## config.mk

```make
export PLATFORM = sky130hd
export DESIGN_NAME = i2c_bus_scheduler
export DESIGN_NICKNAME = d
export VERILOG_FILES = /design/src/rtl/i2c_sched_pkg.sv /design/src/rtl/i2c_bus_scheduler_rr_arbiter.sv /design/src/rtl/i2c_bus_scheduler.sv
export SDC_FILE = /design/constraint.sdc
export NUM_CORES = 1
export LEC_CHECK = 0
export ABC_CLOCK_PERIOD_IN_PS = 5000
export CAP_MARGIN = 10
export CORE_MARGIN = 3
export CORE_UTILIZATION = 25
export DETAILED_ROUTE_END_ITERATION = 8
export GPL_TIMING_DRIVEN = 0
export PLACE_DENSITY_LB_ADDON = 0.1
export SLEW_MARGIN = 5
export SYNTH_ARGS = -nofsm -noshare
export SYNTH_HDL_FRONTEND = slang
export SYNTH_SLANG_ARGS = --single-unit
```

## constraint.sdc

```tcl
create_clock -name clk -period 5 [get_ports clk]
set_clock_uncertainty 0.05 [all_clocks]
set_input_delay 1 -clock clk [delete_from_list [all_inputs] [get_ports clk]]
set_output_delay 1 -clock clk [all_outputs]
set_load 0.1 [all_outputs]
```

## src/rtl/i2c_sched_pkg.sv

```systemverilog
// Shared state encoding and response status codes for the i2c bus scheduler.
package i2c_sched_pkg;

  typedef enum logic [2:0] {
    ST_IDLE,
    ST_ISSUE,
    ST_WAIT,
    ST_RECOVER,
    ST_RESP
  } state_e;

  localparam logic [1:0] RSP_OK      = 2'b00;
  localparam logic [1:0] RSP_NACK    = 2'b01;
  localparam logic [1:0] RSP_TIMEOUT = 2'b10;
  localparam logic [1:0] RSP_BAD_REQ = 2'b11;

endpackage

```

## src/rtl/i2c_bus_scheduler_rr_arbiter.sv

```systemverilog
// Combinational round-robin pick: first set request after ptr (wrapping), as one-hot and index.
module rr_arbiter #(
  parameter int NUM_REQ = 4,
  localparam int PW = $clog2(NUM_REQ)
) (
  input  logic [NUM_REQ-1:0] req,
  input  logic [PW-1:0]      ptr,
  output logic [NUM_REQ-1:0] grant_oh,
  output logic [PW-1:0]      grant_idx,
  output logic               any_req
);

  logic [PW:0] pos;

  // Walk from farthest to nearest so the position closest after ptr overrides the rest.
  always_comb begin
    grant_oh  = '0;
    grant_idx = '0;
    any_req   = |req;
    pos       = '0;
    for (int k = NUM_REQ; k >= 1; k--) begin
      pos = {1'b0, ptr} + (PW + 1)'(k);
      if (pos >= (PW + 1)'(NUM_REQ)) begin
        pos = pos - (PW + 1)'(NUM_REQ);
      end
      if (req[pos[PW-1:0]]) begin
        grant_oh              = '0;
        grant_oh[pos[PW-1:0]] = 1'b1;
        grant_idx             = pos[PW-1:0];
      end
    end
  end

endmodule

```

## src/rtl/i2c_bus_scheduler.sv

```systemverilog
// Round-robin sharing of one i2c master; req->m_start 2 cycles, m_done->rsp_valid 1 cycle; requests wait while busy.
// Optional WAIT watchdog enabled by defining I2C_SCHED_TIMEOUT_EN.
module i2c_bus_scheduler
  import i2c_sched_pkg::*;
#(
  parameter int NUM_REQ        = 4,
  parameter int MAX_BYTES      = 3,
  parameter int RECOVER_CYCLES = 4,
  parameter int TIMEOUT_CYCLES = 65535,
  localparam int NB = $clog2(MAX_BYTES + 1)
) (
  input  logic                           clk,
  input  logic                           reset,
  input  logic [NUM_REQ-1:0]             req_valid,
  input  logic [NUM_REQ-1:0]             req_rd_nwr,
  input  logic [NUM_REQ*7-1:0]           req_addr,
  input  logic [NUM_REQ*NB-1:0]          req_nbytes,
  input  logic [NUM_REQ*8*MAX_BYTES-1:0] req_din,
  output logic [NUM_REQ-1:0]             req_ack,
  output logic [NUM_REQ-1:0]             rsp_valid,
  output logic [1:0]                     rsp_status,
  output logic [8*MAX_BYTES-1:0]         rsp_dout,
  output logic                           m_start,
  output logic                           m_rd_nwr,
  output logic [6:0]                     m_addr,
  output logic [NB-1:0]                  m_nbytes,
  output logic [8*MAX_BYTES-1:0]         m_din,
  input  logic [8*MAX_BYTES-1:0]         m_dout,
  input  logic                           m_done,
  input  logic                           m_error,
  output logic                           m_reset,
  output logic                           busy
);

  localparam int PW  = $clog2(NUM_REQ);
  localparam int RCW = $clog2(RECOVER_CYCLES + 1);

  if (NUM_REQ < 2 || NUM_REQ > 8 || RECOVER_CYCLES < 1 ||
      TIMEOUT_CYCLES < 1 || TIMEOUT_CYCLES > 65535) begin : g_param_check
    $error("i2c_bus_scheduler: parameter out of range");
  end

  state_e                   state_q;
  logic [PW-1:0]            ptr_q;
  logic [NUM_REQ-1:0]       g_oh_q;
  logic [RCW-1:0]           rec_cnt_q;
  logic                     resp_pend_q;
  logic                     recover_q;
  logic [NUM_REQ-1:0]       req_ack_q;
  logic [NUM_REQ-1:0]       rsp_valid_q;
  logic [1:0]               rsp_status_q;
  logic [8*MAX_BYTES-1:0]   rsp_dout_q;
  logic                     m_start_q;
  logic                     m_rd_nwr_q;
  logic [6:0]               m_addr_q;
  logic [NB-1:0]            m_nbytes_q;
  logic [8*MAX_BYTES-1:0]   m_din_q;
`ifdef I2C_SCHED_TIMEOUT_EN
  logic [15:0]              wait_cnt_q;
`endif

  logic [NUM_REQ-1:0]       grant_oh;
  logic [PW-1:0]            grant_idx;
  logic                     any_req;

  logic                     rd_d;
  logic [6:0]               addr_d;
  logic [NB-1:0]            nbytes_d;
  logic [8*MAX_BYTES-1:0]   din_d;
  logic                     bad_d;

  rr_arbiter #(.NUM_REQ(NUM_REQ)) u_arb (
    .req       (req_valid),
    .ptr       (ptr_q),
    .grant_oh  (grant_oh),
    .grant_idx (grant_idx),
    .any_req   (any_req)
  );

  always_comb begin
    rd_d     = 1'b0;
    addr_d   = '0;
    nbytes_d = '0;
    din_d    = '0;
    for (int i = 0; i < NUM_REQ; i++) begin
      if (grant_oh[i]) begin
        rd_d     = req_rd_nwr[i];
        addr_d   = req_addr[7*i +: 7];
        nbytes_d = req_nbytes[NB*i +: NB];
        din_d    = req_din[8*MAX_BYTES*i +: 8*MAX_BYTES];
      end
    end
    bad_d = (nbytes_d == '0) || (nbytes_d > NB'(MAX_BYTES));
  end

  always_ff @(posedge clk or posedge reset) begin
    if (reset) begin
      state_q      <= ST_IDLE;
      ptr_q        <= PW'(NUM_REQ - 1);
      g_oh_q       <= '0;
      rec_cnt_q    <= '0;
      resp_pend_q  <= 1'b0;
      recover_q    <= 1'b0;
      req_ack_q    <= '0;
      rsp_valid_q  <= '0;
      rsp_status_q <= RSP_OK;
      rsp_dout_q   <= '0;
      m_start_q    <= 1'b0;
      m_rd_nwr_q   <= 1'b0;
      m_addr_q     <= '0;
      m_nbytes_q   <= '0;
      m_din_q      <= '0;
`ifdef I2C_SCHED_TIMEOUT_EN
      wait_cnt_q   <= '0;
`endif
    end else begin
      req_ack_q   <= '0;
      rsp_valid_q <= '0;
      m_start_q   <= 1'b0;
      case (state_q)
        ST_IDLE: begin
          // A sticky error left over from a previous master session is flushed silently.
          if (m_error) begin
            recover_q   <= 1'b1;
            rec_cnt_q   <= '0;
            resp_pend_q <= 1'b0;
            state_q     <= ST_RECOVER;
          end else if (any_req) begin
            req_ack_q <= grant_oh;
            ptr_q     <= grant_idx;
            g_oh_q    <= grant_oh;
            if (bad_d) begin
              rsp_status_q <= RSP_BAD_REQ;
              rsp_dout_q   <= '0;
              state_q      <= ST_RESP;
            end else begin
              m_rd_nwr_q <= rd_d;
              m_addr_q   <= addr_d;
              m_nbytes_q <= nbytes_d;
              m_din_q    <= din_d;
              state_q    <= ST_ISSUE;
            end
          end
        end
        ST_ISSUE: begin
          m_start_q <= 1'b1;
`ifdef I2C_SCHED_TIMEOUT_EN
          wait_cnt_q <= '0;
`endif
          state_q   <= ST_WAIT;
        end
        ST_WAIT: begin
          if (m_error) begin
            rsp_status_q <= RSP_NACK;
            rsp_dout_q   <= '0;
            resp_pend_q  <= 1'b1;
            recover_q    <= 1'b1;
            rec_cnt_q    <= '0;
            state_q      <= ST_RECOVER;
          end else if (m_done) begin
            rsp_status_q <= RSP_OK;
            rsp_dout_q   <= m_rd_nwr_q ? m_dout : '0;
            rsp_valid_q  <= g_oh_q;
            state_q      <= ST_RESP;
          end
`ifdef I2C_SCHED_TIMEOUT_EN
          else if (wait_cnt_q == 16'(TIMEOUT_CYCLES - 1)) begin
            rsp_status_q <= RSP_TIMEOUT;
            rsp_dout_q   <= '0;
            resp_pend_q  <= 1'b1;
            recover_q    <= 1'b1;
            rec_cnt_q    <= '0;
            state_q      <= ST_RECOVER;
          end else begin
            wait_cnt_q <= wait_cnt_q + 16'd1;
          end
`endif
        end
        ST_RECOVER: begin
          if (rec_cnt_q == RCW'(RECOVER_CYCLES - 1)) begin
            recover_q <= 1'b0;
            if (resp_pend_q) begin
              rsp_valid_q <= g_oh_q;
              state_q     <= ST_RESP;
            end else begin
              state_q <= ST_IDLE;
            end
          end else begin
            rec_cnt_q <= rec_cnt_q + RCW'(1);
          end
        end
        ST_RESP: begin
          // Bad requests arrive here without a pulse yet; emit it before returning to IDLE.
          if (|rsp_valid_q) begin
            resp_pend_q <= 1'b0;
            state_q     <= ST_IDLE;
          end else begin
            rsp_valid_q <= g_oh_q;
          end
        end
        default: state_q <= ST_IDLE;
      endcase
    end
  end

  assign req_ack    = req_ack_q;
  assign rsp_valid  = rsp_valid_q;
  assign rsp_status = rsp_status_q;
  assign rsp_dout   = rsp_dout_q;
  assign m_start    = m_start_q;
  assign m_rd_nwr   = m_rd_nwr_q;
  assign m_addr     = m_addr_q;
  assign m_nbytes   = m_nbytes_q;
  assign m_din      = m_din_q;
  assign m_reset    = reset | recover_q;
  assign busy       = (state_q != ST_IDLE);

endmodule

```

==> flow_summary.yaml, run 1 <==
critical_path:
  cp_max_fo: 10
  start_kind: "flop"
  slowest_stage: "mux4_2"
  critical-path-max-stage-delay_ps: 580
  crit_chain: "buf_2 > buf_2 > inv_1 > ha_1 > mux4_2 > buf_2 > a2111oi_4 > nor3_2 > or3_1 > a311oi_4 > nor2_2 > buf_6 > mux2_1"
  crit_type: "flop to flop"
  crit_path_end_kind: "flop"
  critPathBufInv: 5
  worstPathArrival_ps: 4920
  worst_path_most_repeated_cell: "buf_2"
  crit_family: "buffers and inverters"
  cp.required_ps: 5170
  rrSetupSlack_ps: 250
floorplanning:
  die_x_um: 145
  die_area_mm2: 0.0210
  num_rows: 50
  core_area_mm2: 0.0188
  initial_core_util_pct: 25.7
  ios: 239
  die_height_um: 145
layout:
  drive_above_1_share_pct: 9.85
  num-nets-final: 903
  area_growth_pct: 63.5
  antenna_cells: 0
sta:
  hold_viol_final: 0
  fmax_ghz: 0.211
  slew_violations: 0
  period_needed_ps: 4750
  rsz0062_at_grt: "false"
  holdWs_ps: 420
  setup_violations: 0
  setup_tns_ps: 0
  fin_crit_sh_pct: 95.0
  max_slew.worst_pin.slew_ps: 1090
  relSlewSlack_pct: 26.9
grt:
  grt_util_all_layers_pct: 16.6
  use_met2_pct: 27.3
  grt_pass1_vias: 5131
  grt_use_met1_pct: 20.9
  grt-busiest-layer: "met2"
  grt_pass1_wl_mm: 28.2
  grt_max_degree: 61
  antenna_found_initial: 0
  overflow: 0
  use_met3_pct: 5.03
placed_design:
  portBuffers: 237
  hpwl_mm: 13.7
  place.gp.congestion: 0.839
clock_network:
  clock_path_buffers: 2
  cts_tree: "built"
  htree_levels: 3
  cts_sinks: 83
  path_clk_slew_ps: 60
  cts_inserted_buffers: 9
  holdBufCountCts: 0
  clock_latency_ps: 340
  cts_root_buffer: "clkbuf_16"
detailed_routing:
  vias: 4783
  drcViolationCount: 0
  drtPass1Iterations: 4
  routed_wl_mm: 17.6
  viasPerCell: 4.83
  wl_per_cell_um: 17.7
  drtAntennaViolNets: 0
  drt_iter0_markers: 193
synth:
  synth_top_area_share_pct: 41.9
  ys_seq_elements: 83
  synth_edf_count: 0
  yosysMostFrequentCell: "dfrtp_1"
  netlist_instances: 476
  synthDistinctLibCells: 56
  synth_warnings: 0
  synth_nets: 653
  synth_area_mm2: 0.00483
  synth_commonest_cells: "dfrtp_1, o21ai_0, nand2_1, a221oi_1, clkbuf_1"
  ys_top_cells_by_area: "dfrtp_1, o21ai_0, mux2_4, a221oi_1, a22o_1"
  synth_top_cell_by_area: "dfrtp_1"
  yosysSeqAreaShare_pct: 43.0
  synth_flop_cell: "dfrtp_1"
  syn_area_per_cell_um2: 10.2
  ys_async_sr_fraction_pct: 100
min_path:
  hp-class: "flop to flop"
status:
  status: "finished, final reports clean"
run:
  cap_viol_max_count: 0
## area by class of cell
type                       count  area (um2)
tap                          260         325
clock inverter                 7         105
fill                        1845       10900
inverter                       9        36.3
clock buffer                   9         225
multi-input combinational    344        2540
buffer                        40         181
sequential                    83        2080
timing repair buffer         239        2410
## worst paths after layout
kind,cells after the start,startpoint,to
setup / recovery,13,ptr_q[0],m_din[4]
hold / removal,1,g_oh_q[0],g_oh_q[0]
setup reg to reg,13,ptr_q[0],m_din[4]
hold reg to reg,1,g_oh_q[0],g_oh_q[0]
max in group asynchronous,3,reset,m_din[2]
min in group asynchronous,2,reset,resp_pend_q
## metrics by stage
step	util [%]	std cells	setup WS (ps)	instance area, um2
floorplan	-	476	884	4830
global placement	40.0	973	-397	7530
detailed placement	40.2	974	-441	7560
CTS	42.0	991	237	7900
global route	42.0	991	0.0830	7900
finish	42.0	991	251	7900
## logic make-up (layout without fill, tap and decap cells)
logic type	Yosys count	count (layout)	share of synthesized area, %
muxes	44	44	12.4
buffers and inverters	49	304	4.45
and+or+nand+nor	110	110	10.8
AOI/OAI and AO/OA	181	181	27.0
adders and majority gates	9	9	2.33
DFF	83	83	43.0
## registers in the layout, indices dropped and copies added, names as in the netlist
name         cells
rec_cnt_q        3
rsp_valid        4
ptr_q            2
m_din           24
m_addr           7
resp_pend_q      1
m_nbytes         2
m_rd_nwr         1
m_start          1
state_q          3
req_ack          4
recover_q        1
rsp_status       2
g_oh_q           4
rsp_dout        24
## layout by cell type (no fill, tap or decap), types with 5 or more instances in the layout
cell type and n:
a221oi_1 32, inv_1 7, mux2_2 7, clkbuf_16 9
ha_1 9, buf_2 7, a21o_1 6, a21oi_1 10
o21ai_0 73, mux2_1 10, clkbuf_1 30, a22o_1 27
nand2_1 47, clkdlybuf4s50_1 237, nand2b_1 10, nor2_1 18
and2_1 8, dfrtp_1 81, mux2_4 20, and3_1 5
## per-layer routing
metal | share of wire (%) | vias to the layer above
met1 | 43 | 2272
li1 | - | 2294
met3 | 8.0 | 22
met2 | 47 | 195
met5 | 0 | -
met4 | 2.1 | 0
## timing repair
item	CTS	global route
endpoints found under the setup margin	52	0
setup buffers	1	0
hold endpoints to repair	0	0
gates resized for setup	1	0
Power of run 1 is left out: the tool's default activity adds up to more than one toggle a clock period on the data nets, which glitch-free logic cannot reach.
==> run 2: changes to the inputs <==
--- a/config.mk
+++ b/config.mk
@@ -10,7 +10,7 @@
 export CORE_MARGIN = 3
 export CORE_UTILIZATION = 25
 export DETAILED_ROUTE_END_ITERATION = 8
-export GPL_TIMING_DRIVEN = 0
+export GPL_TIMING_DRIVEN = 1
 export PLACE_DENSITY_LB_ADDON = 0.1
 export SLEW_MARGIN = 5
 export SYNTH_ARGS = -nofsm -noshare
==> run 2 against run 1 <==
Non-clock buffer count down 25. Global-route usage down 0.70 points. Fmax up 5.8%. First-iteration DRC count down 39%. Highest routed layer is now met5.
==> flow_summary.yaml, run 2 (synthesis gave the netlist of run 1 again) <==
status:
  status: "finished, final reports clean"
critical_path:
  cp_max_fo: 24
  crit_type: "flop to flop"
  cp.required_ps: 5220
  start_kind: "flop"
  crit_path_end_kind: "flop"
  worstPathArrival_ps: 4710
sta:
  rsz0062_at_grt: "false"
  slew_violations: 0
  fin_crit_sh_pct: 89.8
  period_needed_ps: 4490
  setup_tns_ps: 0
  hold_viol_final: 0
  setup_violations: 0
  max_slew.worst_pin.slew_ps: 1140
  relSlewSlack_pct: 24.0
  fmax_ghz: 0.223
clock_network:
  post-cts-setup-buffer-count: 0
  cts_resized: 0
  clock_path_buffers: 2
  cts_tree: "built"
  path_clk_slew_ps: 70
  cts_inserted_buffers: 9
  cts_sinks: 83
  cts_root_buffer: "clkbuf_16"
  htree_levels: 3
  holdBufCountCts: 0
  clock_latency_ps: 340
min_path:
  hp-class: "flop to flop"
floorplanning:
  num_rows: 50
  initial_core_util_pct: 25.7
  die_x_um: 145
  die_height_um: 145
  ios: 239
  core_area_mm2: 0.0188
  die_area_mm2: 0.0210
grt:
  antenna_found_initial: 1
  grt_pass1_vias: 4894
  grt_max_degree: 46
  grt_use_met1_pct: 19.2
  grt_pass1_wl_mm: 26.9
  grt_util_all_layers_pct: 15.9
  grt-busiest-layer: "met2"
  use_met3_pct: 5.68
  use_met2_pct: 26.2
  overflow: 0
layout:
  layout_commonest_cell: "clkdlybuf4s50_1"
  area_growth_pct: 62.4
  final_cell_count_no_fill: 966
  drive_above_1_share_pct: 11.0
  antenna_cells: 0
  num-nets-final: 878
  mostFrequentLayoutCells: "clkdlybuf4s50_1, dfrtp_1, o21ai_0, nand2_1, a221oi_1"
  n_fill_cell: 1822
detailed_routing:
  drtAntennaViolNets: 0
  drt_iter0_markers: 118
  vias: 4680
  drcViolationCount: 0
  drtPass1Iterations: 4
  routed_wl_mm: 16.7
  viasPerCell: 4.84
  wl_per_cell_um: 17.3
placed_design:
  placed_cells: 949
  portBuffers: 238
  place.gp.congestion: 0.858
  hpwl_mm: 12.8
run:
  cap_viol_max_count: 0
run 2: cell types whose count changed in the layout (fill, tap and decap cells not counted), sizes merged:
cell,delta
buf,+5
clkbuf,-29
clkinv,+2
inv,-3
run 2: path summary, 6_finish.rpt:
path / slack, ps / endpoint / cells past startpoint / from
worst max-delay path: 510 / rsp_dout[22] / 11 / ptr_q[1]
worst min-delay path: 420 / g_oh_q[1] / 1 / g_oh_q[1]
worst max register to register: 510 / rsp_dout[22] / 11 / ptr_q[1]
worst min register to register: 420 / g_oh_q[1] / 1 / g_oh_q[1]
max in group asynchronous: 2770 / rsp_status[0] / 3 / reset
min in group asynchronous: 1080 / recover_q / 2 / reset
run 2: worst max-delay path, stage by stage (launching register included):
cell,delay (ps)
dfstp_2,670
inv_1,200
ha_1,450
mux4_2,640
clkinv_1,140
o2111ai_1,170
a222oi_1,390
a2111o_1,270
a311oi_4,120
buf_4,180
a21oi_2,860
a22o_1,260
run 2: layout make-up:
type / instances / area (um2) / share of cell area [%]
Multi-Input combinational cell: 344 / 2560 / 32.6
Sequential cell: 83 / 2080 / 26.5
Inverter: 9 / 35.0 / 0.446
Tap cell: 260 / 325 / 4.14
Clock inverter: 6 / 96.3 / 1.23
Timing Repair Buffer: 254 / 2510 / 32.0
Clock buffer: 10 / 239 / 3.04
run 2: per-stage QoR:
stage / area (um2) / util [%] / hold slack (ps) / setup slack [ps]
final: 7850 / 41.7 / 422 / 510
after floorplan: 4830 / - / 391 / 884
after global routing: 7850 / 41.7 / 452 / 140
after detailed placement: 7490 / 39.8 / 412 / 47.7
after global placement: 7490 / 39.8 / 400 / 67.9
after CTS: 7830 / 41.6 / 427 / 297
run 2: per-layer routing:
metal	vias to the layer above	wire, um	part of all wire [%]
li1	2247	-	-
met1	2194	7050	42
met2	210	7750	46
met3	27	1480	8.9
met4	2	438	2.6
met5	-	13	0.078
Power of run 2 is left out for the same reason.
==> run 3: changes to the inputs <==
--- a/config.mk
+++ b/config.mk
@@ -12,7 +12,7 @@
 export DETAILED_ROUTE_END_ITERATION = 8
 export GPL_TIMING_DRIVEN = 1
 export PLACE_DENSITY_LB_ADDON = 0.1
-export SLEW_MARGIN = 5
+export SKIP_CTS_REPAIR_TIMING = 1
 export SYNTH_ARGS = -nofsm -noshare
 export SYNTH_HDL_FRONTEND = slang
 export SYNTH_SLANG_ARGS = --single-unit
==> results of run 3 <==
The final DEF is identical to that of run 2; final timing and power are the same.
Power of run 3 is left out for the same reason.
==> RTL edit (flow settings as in run 1) <==
Add a define of `I2C_SCHED_TIMEOUT_EN`.
--- a/src/rtl/i2c_bus_scheduler.sv
+++ b/src/rtl/i2c_bus_scheduler.sv
@@ -2,2 +2,4 @@
 // Optional WAIT watchdog enabled by defining I2C_SCHED_TIMEOUT_EN.
+`define I2C_SCHED_TIMEOUT_EN
+
 module i2c_bus_scheduler
Function: no difference found for any inputs over 4 cycles, from zero or initial values and one cycle with reset high; that may be too few to reach the edited logic, so the function may still have changed.
==> RTL edit against run 1 <==
Cell area rose by 8.8%. Area after synthesis is 13% higher. Die area up 13%. Critical endpoint is now rsp_dout[9]. Sequential share of layout area grew 2.5 points. Sequential cell count grew 16. Wire length grew 13%. Worst setup slack better by 0.11 ns.
Power is left out: the tool's default activity adds up to more than one toggle a clock period on the data nets, which glitch-free logic cannot reach.
==> RTL edit: results (changes against run 1) <==
\begin{tabular}{lr}
\hline
Metric & Value \\
\hline
\multicolumn{2}{l}{\textbf{CTS}} \\
Clock edge transition at the registers on the reported setup and hold paths & 0.08 ns (+0.02 ns) \\
Clock tree root buffer cell & sky130\_fd\_sc\_hd\_\_clkbuf\_16 \\
\multicolumn{2}{l}{\textbf{Placement}} \\
Final GP Congestion & 0.877 (+4.5\%) \\
HPWL after DPL & 15600 µm (+14\%) \\
Count of buffers inserted at the top-level ports & 236 (-0.42\%) \\
\multicolumn{2}{l}{\textbf{GRT}} \\
Maximum number of pins on one net before global-route repair & 52 (-15\%) \\
Vias in the first global route & 5661 (+10\%) \\
Global-route wire length before repair & 30900 µm (+9.7\%) \\
Overall routing resource usage & 16.3\% (-0.27 points) \\
\multicolumn{2}{l}{\textbf{Synth}} \\
Most numerous cell types in the synthesized netlist & 97 x sky130\_fd\_sc\_hd\_\_dfrtp\_1, 68 x sky130\_fd\_sc\_hd\_\_o21ai\_0, 58 x sky130\_fd\_sc\_hd\_\_nand2\_1 \\
Count of unique library cells instantiated by Yosys & 51 (-8.9\%) \\
Area share of fa/ha/maj cells after synthesis & 2.51\% (+0.18 points) \\
Mux contribution to synthesized area & 10.3\% (-2.1 points) \\
Post-synthesis net count & 754 (+15\%) \\
Biggest area contributors in the synthesized netlist & sky130\_fd\_sc\_hd\_\_dfrtp\_1 44\%, sky130\_fd\_sc\_hd\_\_o21ai\_0 6.2\%, sky130\_fd\_sc\_hd\_\_mux2\_1 6.2\% \\
Post-synthesis share of cell area spent on xor and xnor gates & 2.08\% (+2.1 points) \\
Share of synthesized area occupied by flip-flops and latches & 45.2\% (+2.2 points) \\
Compound-gate portion of the synthesized area & 20.4\% (-6.6 points) \\
\multicolumn{2}{l}{\textbf{Hold path}} \\
Hold path start & g\_oh\_q[3] \\
Hold endpoint & g\_oh\_q[3] \\
\multicolumn{2}{l}{\textbf{Finish}} \\
Final Net Count & 1004 (+11\%) \\
Fraction of final layout cells sized beyond drive strength 1 & 6.39\% (-3.5 points) \\
\multicolumn{2}{l}{\textbf{Detailed routing}} \\
Total wire length after detailed routing & 19800 µm (+13\%) \\
Vias per Instance & 4.87 (+0.95\%) \\
Detailed Route Iter0 Violations & 272 (+41\%) \\
\multicolumn{2}{l}{\textbf{Critical path}} \\
Endpoint arrival time on the critical path & 4.83 ns (-0.09 ns) \\
Worst reg2reg path depth & 15 (+2) \\
Delay contributed by the slowest stage of the critical path & 0.64 ns (+0.06 ns) \\
Reg-to-reg slack, setup & 0.36 ns (+0.11 ns) \\
\multicolumn{2}{l}{\textbf{STA}} \\
Slew Limit Headroom & 31.0\% (+4.2 points) \\
\multicolumn{2}{l}{\textbf{Outcome}} \\
Outcome & finished, final reports clean \\
\hline
\end{tabular}
==> RTL edit: worst max path at each step <==
stage | start | endpoint | slack, ns | depth (start not counted)
after floorplan | ptr_q[0] | m_rd_nwr | 0.52 | 14
after global placement | ptr_q[0] | rsp_dout[12] | -0.98 | 14
after detailed placement | ptr_q[0] | rsp_dout[13] | -1.10 | 14
after CTS | ptr_q[0] | m_addr[3] | 0.07 | 14
after global routing | ptr_q[0] | rsp_dout[10] | 0.006 | 15
final | ptr_q[0] | rsp_dout[9] | 0.36 | 15
==> RTL edit: per-layer routing <==
metal | GRT usage, % | part of all wire [%] | routed length [µm]
met5 | 0 | 0 | 0
met4 | 4.46 | 1.6 | 320
met3 | 5.60 | 8.2 | 1620
met2 | 27.2 | 48 | 9570
met1 | 20.2 | 42 | 8320
==> RTL edit: cell type report <==
| class | instances | area share, % |
|---|---|---|
| Buffer | 40 | 1.86 |
| Clock buffer | 9 | 2.62 |
| Clock inverter | 7 | 0.888 |
| Inverter | 15 | 0.684 |
| Timing Repair Buffer | 240 | 28.0 |
| Sequential cell | 99 | 28.9 |
| Multi-Input combinational cell | 420 | 33.1 |
| Tap cell | 275 | 4.00 |
==> RTL edit: stage by stage <==
step	hold slack, ns	std cells	setup WS [ns]	area, µm²
after floorplan	0.391	575	0.521	5490
after global placement	0.401	1086	-0.976	8190
after detailed placement	0.412	1088	-1.10	8230
after CTS	0.429	1105	0.0671	8580
after global routing	0.439	1105	0.00552	8600
final	0.423	1105	0.359	8600
==> RTL edit: worst max-delay path, delay by kind of cell (launching register included) <==
kind                     cells  cell delay, ns
AO/OA/AOI/OAI                4            0.96
adder cells (fa/ha/maj)      1            0.30
buffers and inverters        6            1.35
flip-flops                   1            0.59
multiplexers                 2            0.90
AND/OR/NAND/NOR              2            0.39
==> RTL edit: cells by family (layout without fill, tap and decap cells) <==
kind of cell | count (synthesis) | after routing
buf+inv | 56 | 311
xor+xnor | 13 | 13
compound gates | 169 | 169
flops | 99 | 99
simple gates | 180 | 180
fa+ha+maj | 11 | 11
mux | 47 | 47
==> RTL edit: timing repair <==
item / in CTS / in global routing
gates resized for setup: 7 / 5
hold buffers: 0 / 0
buffers inserted: 2 / 0
setup endpoints to repair: 61 / 55
pin swaps: 1 / 0
